<file path="config.mk">
export PLATFORM = sky130hd
export DESIGN_NAME = morra_scoreboard_flat
export DESIGN_NICKNAME = d
export VERILOG_FILES = /design/src/rtl/morra_scoreboard_if.sv /design/src/rtl/morra_scoreboard.sv /design/src/flat_wrapper.sv
export SDC_FILE = /design/constraint.sdc
export NUM_CORES = 1
export LEC_CHECK = 0
export CORE_MARGIN = 2
export CORE_UTILIZATION = 44
export CTS_CLUSTER_SIZE = 14
export DETAILED_ROUTE_END_ITERATION = 6
export PLACE_DENSITY = 0.75
export REMOVE_ABC_BUFFERS = 1
export SLEW_MARGIN = 5
export SYNTH_ARGS = -nofsm -noshare
export SYNTH_HDL_FRONTEND = slang
export SYNTH_SLANG_ARGS = --single-unit
</file>
<file path="constraint.sdc">
create_clock -name clk -period 1.9 [get_ports clk]
set_clock_uncertainty 0.1 [all_clocks]
set_input_delay 0.38 -clock clk [delete_from_list [all_inputs] [get_ports clk]]
set_output_delay 0.38 -clock clk [all_outputs]
set_load 0.01 [all_outputs]
</file>
<file path="src/rtl/morra_scoreboard_if.sv">
// Bus between the morra game block's result outputs and the match scoreboard.
// Carries the game controls, the upstream results and the scoreboard counters.
interface morra_scoreboard_if;
  logic       START;
  logic [1:0] ROUND;
  logic [1:0] GAME;
  logic       MATCH_CLR;
  logic [4:0] P1_ROUNDS;
  logic [4:0] P2_ROUNDS;
  logic [4:0] TIES;
  logic [4:0] VOIDS;
  logic [2:0] P1_GAMES;
  logic [2:0] P2_GAMES;
  logic [3:0] DRAWS;
  logic       GAME_DONE;
  logic [1:0] MATCH;

  modport master (
    output START, ROUND, GAME, MATCH_CLR,
    input  P1_ROUNDS, P2_ROUNDS, TIES, VOIDS, P1_GAMES, P2_GAMES, DRAWS, GAME_DONE, MATCH
  );

  modport slave (
    input  START, ROUND, GAME, MATCH_CLR,
    output P1_ROUNDS, P2_ROUNDS, TIES, VOIDS, P1_GAMES, P2_GAMES, DRAWS, GAME_DONE, MATCH
  );
endinterface

</file>
<file path="src/rtl/morra_scoreboard.sv">
// Morra match scoreboard: tallies rounds per game and games per match,
// declaring a match winner once a player reaches GAMES_TO_WIN.
module morra_scoreboard #(
  parameter int unsigned GAMES_TO_WIN = 3
) (
  input logic                  clk,
  input logic                  RST_N,
  morra_scoreboard_if.slave    bus
);

  localparam int unsigned RW = 5;
  localparam int unsigned GW = 3;
  localparam int unsigned DW = 4;

  typedef enum logic [1:0] {
    IDLE       = 2'd0,
    PLAY       = 2'd1,
    SCORE      = 2'd2,
    MATCH_OVER = 2'd3
  } state_e;

  state_e        state_q, state_d;
  logic [RW-1:0] p1r_q, p1r_d, p2r_q, p2r_d, ties_q, ties_d, voids_q, voids_d;
  logic [GW-1:0] p1g_q, p1g_d, p2g_q, p2g_d;
  logic [DW-1:0] draws_q, draws_d;
  logic          done_q, done_d;
  logic [1:0]    match_q, match_d;

  function automatic logic [RW-1:0] sat_inc(input logic [RW-1:0] v);
    return (v == '1) ? v : v + RW'(1);
  endfunction

  always_ff @(posedge clk) begin
    if (!RST_N) begin
      state_q <= IDLE;
      p1r_q   <= '0;
      p2r_q   <= '0;
      ties_q  <= '0;
      voids_q <= '0;
      p1g_q   <= '0;
      p2g_q   <= '0;
      draws_q <= '0;
      done_q  <= 1'b0;
      match_q <= 2'b00;
    end else begin
      state_q <= state_d;
      p1r_q   <= p1r_d;
      p2r_q   <= p2r_d;
      ties_q  <= ties_d;
      voids_q <= voids_d;
      p1g_q   <= p1g_d;
      p2g_q   <= p2g_d;
      draws_q <= draws_d;
      done_q  <= done_d;
      match_q <= match_d;
    end
  end

  always_comb begin
    state_d = state_q;
    p1r_d   = p1r_q;
    p2r_d   = p2r_q;
    ties_d  = ties_q;
    voids_d = voids_q;
    p1g_d   = p1g_q;
    p2g_d   = p2g_q;
    draws_d = draws_q;
    done_d  = 1'b0;
    match_d = match_q;

    if (bus.MATCH_CLR) begin
      state_d = IDLE;
      p1r_d   = '0;
      p2r_d   = '0;
      ties_d  = '0;
      voids_d = '0;
      p1g_d   = '0;
      p2g_d   = '0;
      draws_d = '0;
      match_d = 2'b00;
    end else if (state_q != MATCH_OVER && bus.START) begin
      // START (re)opens a game from any non-terminal state, trumping GAME
      state_d = PLAY;
      p1r_d   = '0;
      p2r_d   = '0;
      ties_d  = '0;
      voids_d = '0;
    end else if (state_q == PLAY) begin
      if (bus.GAME == 2'b00) begin
        unique case (bus.ROUND)
          2'b01:   p1r_d   = sat_inc(p1r_q);
          2'b10:   p2r_d   = sat_inc(p2r_q);
          2'b11:   ties_d  = sat_inc(ties_q);
          default: voids_d = sat_inc(voids_q);
        endcase
      end else begin
        done_d  = 1'b1;
        state_d = SCORE;
        unique case (bus.GAME)
          2'b01: begin
            p1g_d = p1g_q + GW'(1);
            if (p1g_d == GW'(GAMES_TO_WIN)) begin
              match_d = 2'b01;
              state_d = MATCH_OVER;
            end
          end
          2'b10: begin
            p2g_d = p2g_q + GW'(1);
            if (p2g_d == GW'(GAMES_TO_WIN)) begin
              match_d = 2'b10;
              state_d = MATCH_OVER;
            end
          end
          default: draws_d = (draws_q == '1) ? draws_q : draws_q + DW'(1);
        endcase
      end
    end
  end

  assign bus.P1_ROUNDS = p1r_q;
  assign bus.P2_ROUNDS = p2r_q;
  assign bus.TIES      = ties_q;
  assign bus.VOIDS     = voids_q;
  assign bus.P1_GAMES  = p1g_q;
  assign bus.P2_GAMES  = p2g_q;
  assign bus.DRAWS     = draws_q;
  assign bus.GAME_DONE = done_q;
  assign bus.MATCH     = match_q;

endmodule

</file>
<file path="src/flat_wrapper.sv">
// flat-port wrapper written by rule: the top's interface ports become plain ports
module morra_scoreboard_flat 
#(
  parameter int unsigned GAMES_TO_WIN = 3
)
  (clk, RST_N, bus_START, bus_ROUND, bus_GAME, bus_MATCH_CLR, bus_P1_ROUNDS, bus_P2_ROUNDS, bus_TIES, bus_VOIDS, bus_P1_GAMES, bus_P2_GAMES, bus_DRAWS, bus_GAME_DONE, bus_MATCH);
  morra_scoreboard_if bus_i ();
  input logic clk;
  input logic RST_N;
  input wire logic [$bits(bus_i.START)-1:0] bus_START;
  input wire logic [$bits(bus_i.ROUND)-1:0] bus_ROUND;
  input wire logic [$bits(bus_i.GAME)-1:0] bus_GAME;
  input wire logic [$bits(bus_i.MATCH_CLR)-1:0] bus_MATCH_CLR;
  output wire logic [$bits(bus_i.P1_ROUNDS)-1:0] bus_P1_ROUNDS;
  output wire logic [$bits(bus_i.P2_ROUNDS)-1:0] bus_P2_ROUNDS;
  output wire logic [$bits(bus_i.TIES)-1:0] bus_TIES;
  output wire logic [$bits(bus_i.VOIDS)-1:0] bus_VOIDS;
  output wire logic [$bits(bus_i.P1_GAMES)-1:0] bus_P1_GAMES;
  output wire logic [$bits(bus_i.P2_GAMES)-1:0] bus_P2_GAMES;
  output wire logic [$bits(bus_i.DRAWS)-1:0] bus_DRAWS;
  output wire logic [$bits(bus_i.GAME_DONE)-1:0] bus_GAME_DONE;
  output wire logic [$bits(bus_i.MATCH)-1:0] bus_MATCH;
  assign bus_i.START = bus_START;
  assign bus_i.ROUND = bus_ROUND;
  assign bus_i.GAME = bus_GAME;
  assign bus_i.MATCH_CLR = bus_MATCH_CLR;
  assign bus_P1_ROUNDS = bus_i.P1_ROUNDS;
  assign bus_P2_ROUNDS = bus_i.P2_ROUNDS;
  assign bus_TIES = bus_i.TIES;
  assign bus_VOIDS = bus_i.VOIDS;
  assign bus_P1_GAMES = bus_i.P1_GAMES;
  assign bus_P2_GAMES = bus_i.P2_GAMES;
  assign bus_DRAWS = bus_i.DRAWS;
  assign bus_GAME_DONE = bus_i.GAME_DONE;
  assign bus_MATCH = bus_i.MATCH;
  morra_scoreboard #(.GAMES_TO_WIN(GAMES_TO_WIN)) u_core (.clk(clk), .RST_N(RST_N), .bus(bus_i));
endmodule
</file>
==> impl_metrics.env <==
export IMPL_p_int_mw=1.11
export IMPL_diodes=0
export IMPL_p_leak_nw=0.993
export IMPL_comb_power_share_pct=6.1
export IMPL_dpl_worst_slack_ns=-0.437
export IMPL_start_util_pct=46.5
export IMPL_synthXorXnorAreaFrac_pct=10.6
export IMPL_crit_arrival_ns=1.91
export IMPL_dp_cells=282
export IMPL_path_cells="ha_1 > and3_1 > ha_2 > or4_4 > xor2_2 > nor2_2"
export IMPL_switching_share_pct=22.3
export IMPL_drt_first_iter_violations=55
export IMPL_gp_congestion=0.739
export IMPL_syn_area_sq_um=1730
export IMPL_grt_max_degree=22
export IMPL_final_util_pct=65.1
export IMPL_power_density_nw_per_um2=590
export IMPL_layout_min_cycle_time_ns=1.82
export IMPL_pwr_share_clk_pct=42.2
export IMPL_cts_setup_buffers=0
export IMPL_start_kind="flop"
export IMPL_final_common_cell="clkdlybuf4s50_1"
export IMPL_path_clk_slew_ns=0.07
export IMPL_worst_slack_ns=0.0750
export IMPL_via_per_inst=5.04
export IMPL_synthTopCellsByArea="dfxtp_1 41%, ha_1 12%, xor2_1 6.6%"
export IMPL_cts_tree="done"
export IMPL_die_area_sq_um=4440
export IMPL_synthMuxAreaShare_pct=2.32
export IMPL_setup_tns_final_ns=0
export IMPL_avgSynthCellArea_sq_um=9.39
export IMPL_cts_root_buf="clkbuf_8"
export IMPL_drv_cap=0
export IMPL_synth_seq_area_share_pct=40.6
export IMPL_synth_seq_cells=35
export IMPL_holdBufCountCts=0
export IMPL_die_h_um=66.7
export IMPL_synth_edff_count=0
export IMPL_slowest_stage="or4_4"
export IMPL_drive_gt1_share_pct=15.3
export IMPL_power_frac_seq_pct=51.7
export IMPL_fin_crit_sh_pct=96.1
export IMPL_grt_pass1_wl_um=5900
export IMPL_status="complete, no violations"
export IMPL_die_w_um=66.7
export IMPL_cts_sinks=35
export IMPL_p_switching_mw=0.318
export IMPL_synth_cell_types=33
export IMPL_dr_pass1_iters=4
export IMPL_max_stage_delay_ns=0.53
export IMPL_fin_cells=290
export IMPL_hpwl_um=2470
export IMPL_peakVddDrop_uv=484
export IMPL_fmax_mhz=548
export IMPL_synth_warning_count=0
export IMPL_synthAdderAreaFrac_pct=11.6
export IMPL_synthArstFlopShare_pct=0
export IMPL_drc=0
export IMPL_timing_final_hold_violations=0
export IMPL_coreArea_sq_um=3720
export IMPL_synth_simple_area_share_pct=25.7
export IMPL_io_pins=41
export IMPL_fin_area_sq_um=2420
export IMPL_synth_compound_area_share_pct=6.44
export IMPL_synth_top_family_by_area="simple AND/OR/NAND/NOR gates"
export IMPL_cp_max_fo=3
export IMPL_worstMarginPinSlew_ns=0.503
export IMPL_area_growth_pct=40.0
export IMPL_vias=1462
export IMPL_fin_nets=265
export IMPL_ys_flop_type="dfxtp_1"
export IMPL_yosys_area_top_type="dfxtp_1"
export IMPL_grt_use_total_pct=17.8
export IMPL_routed_wl_um=3480
export IMPL_yosys_area_top_type_share_pct=40.6
export IMPL_placed_area_sq_um=2280
export IMPL_slew_headroom_pct=66.4
export IMPL_cp_required_ns=1.98
export IMPL_postSynthCellCount=184
export IMPL_overflow=0
export IMPL_wire_per_inst_um=12.0
export IMPL_ant_nets=0
export IMPL_crit_path_end_kind="flop"
export IMPL_final_cell_mix="38 x clkdlybuf4s50_1, 35 x dfxtp_1, 23 x nor2_1"
export IMPL_htreeDepth=2
export IMPL_setup_violations_final=0
export IMPL_drv_slew=0
export IMPL_clk_path_buf_depth=2
export IMPL_grt_antenna_before_repair=0
export IMPL_first_global_vias=1393
export IMPL_criticalPathCategory="flop to flop"
export IMPL_num_rows=22
export IMPL_hold_path_class="flop to flop"
export IMPL_cts_buffers=5
export IMPL_clkLatencyLatePin_ns=0.29
export IMPL_numPortBuffers=40
==> synthesized netlist by cell type (3+ instances only) <==
| library cell | instances |
|---|---|
| a21oi_1 | 7 |
| and3_1 | 9 |
| and4bb_2 | 3 |
| clkbuf_1 | 4 |
| dfxtp_1 | 35 |
| ha_1 | 16 |
| inv_1 | 6 |
| mux2i_1 | 4 |
| nand2_1 | 13 |
| nand3_1 | 15 |
| nor2_1 | 23 |
| o21ai_0 | 3 |
| xnor2_1 | 8 |
| xor2_1 | 13 |
==> state kept, by name, indices dropped and copies added, names as in the netlist <==
name	count
u_core.bus.VOIDS	5
u_core.bus.P2_ROUNDS	5
u_core.bus.MATCH	2
u_core.bus.DRAWS	4
u_core.bus.P2_GAMES	3
u_core.bus.P1_GAMES	3
u_core.bus.TIES	5
u_core.bus.P1_ROUNDS	5
u_core.bus.GAME_DONE	1
u_core.state_q	2
==> power by group through the flow <==
stage | registers [mW] | clock network [mW] | logic, mW
after floorplan | 0.755 | 0 | 0.0352
after global placement | 0.755 | 0 | 0.0825
after detailed placement | 0.755 | 0 | 0.0838
after CTS | 0.738 | 0.621 | 0.0882
after global routing | 0.738 | 0.645 | 0.0960
final | 0.738 | 0.603 | 0.0878
==> layout make-up <==
type	instances	area, sq um
inverters	6	22.5
clock buffers	8	100
flip-flops and latches	35	701
well taps	48	60.1
multi-input cells	137	1010
fillers	334	1300
repair buffers	56	526
==> cells by family after synthesis <==
family	after synthesis
flip-flops	35
AO/OA/AOI/OAI	18
XOR/XNOR	21
AND/OR/NAND/NOR	78
multiplexers	4
adder cells (fa/ha/maj)	16
buffers and inverters	12
==> final timing paths <==
kind | slack [ns] | cells after the start | start | to
min reg2reg | 0.37 | 2 | u_core.bus.MATCH[0] | u_core.bus.MATCH[0]
max reg2reg | 0.08 | 6 | u_core.bus.P2_ROUNDS[0] | u_core.bus.P2_ROUNDS[3]
min | 0.37 | 2 | u_core.bus.MATCH[0] | u_core.bus.MATCH[0]
max | 0.08 | 6 | u_core.bus.P2_ROUNDS[0] | u_core.bus.P2_ROUNDS[3]
==> routing by layer <==
metal,part of all wire (%),track usage (%),up-vias,wire length (um)
li1,-,-,747,-
met1,48,20.2,673,1650
met2,45,30.0,36,1570
met3,5.6,6.25,6,194
met4,1.6,7.65,0,56
met5,0,0,-,0
==> through the flow <==
stage,total power [mW],hold WS (ns)
final,1.43,0.373
after global routing,1.48,0.409
after CTS,1.45,0.375
after detailed placement,0.839,0.361
after global placement,0.837,0.365
after floorplan,0.790,0.391
==> repair_timing <==
action | in CTS | in global routing
resized for setup | 3 | 7
pin swaps | 0 | 0
endpoints found under the setup margin | 13 | 11
==> critical path, delay by kind of cell (launching register included) <==
kind,cells,cell delay [ns]
xor+xnor,1,0.17
fa+ha+maj,2,0.38
flops,1,0.32
simple gates,3,0.75
(Power assumes the default switching activity.)
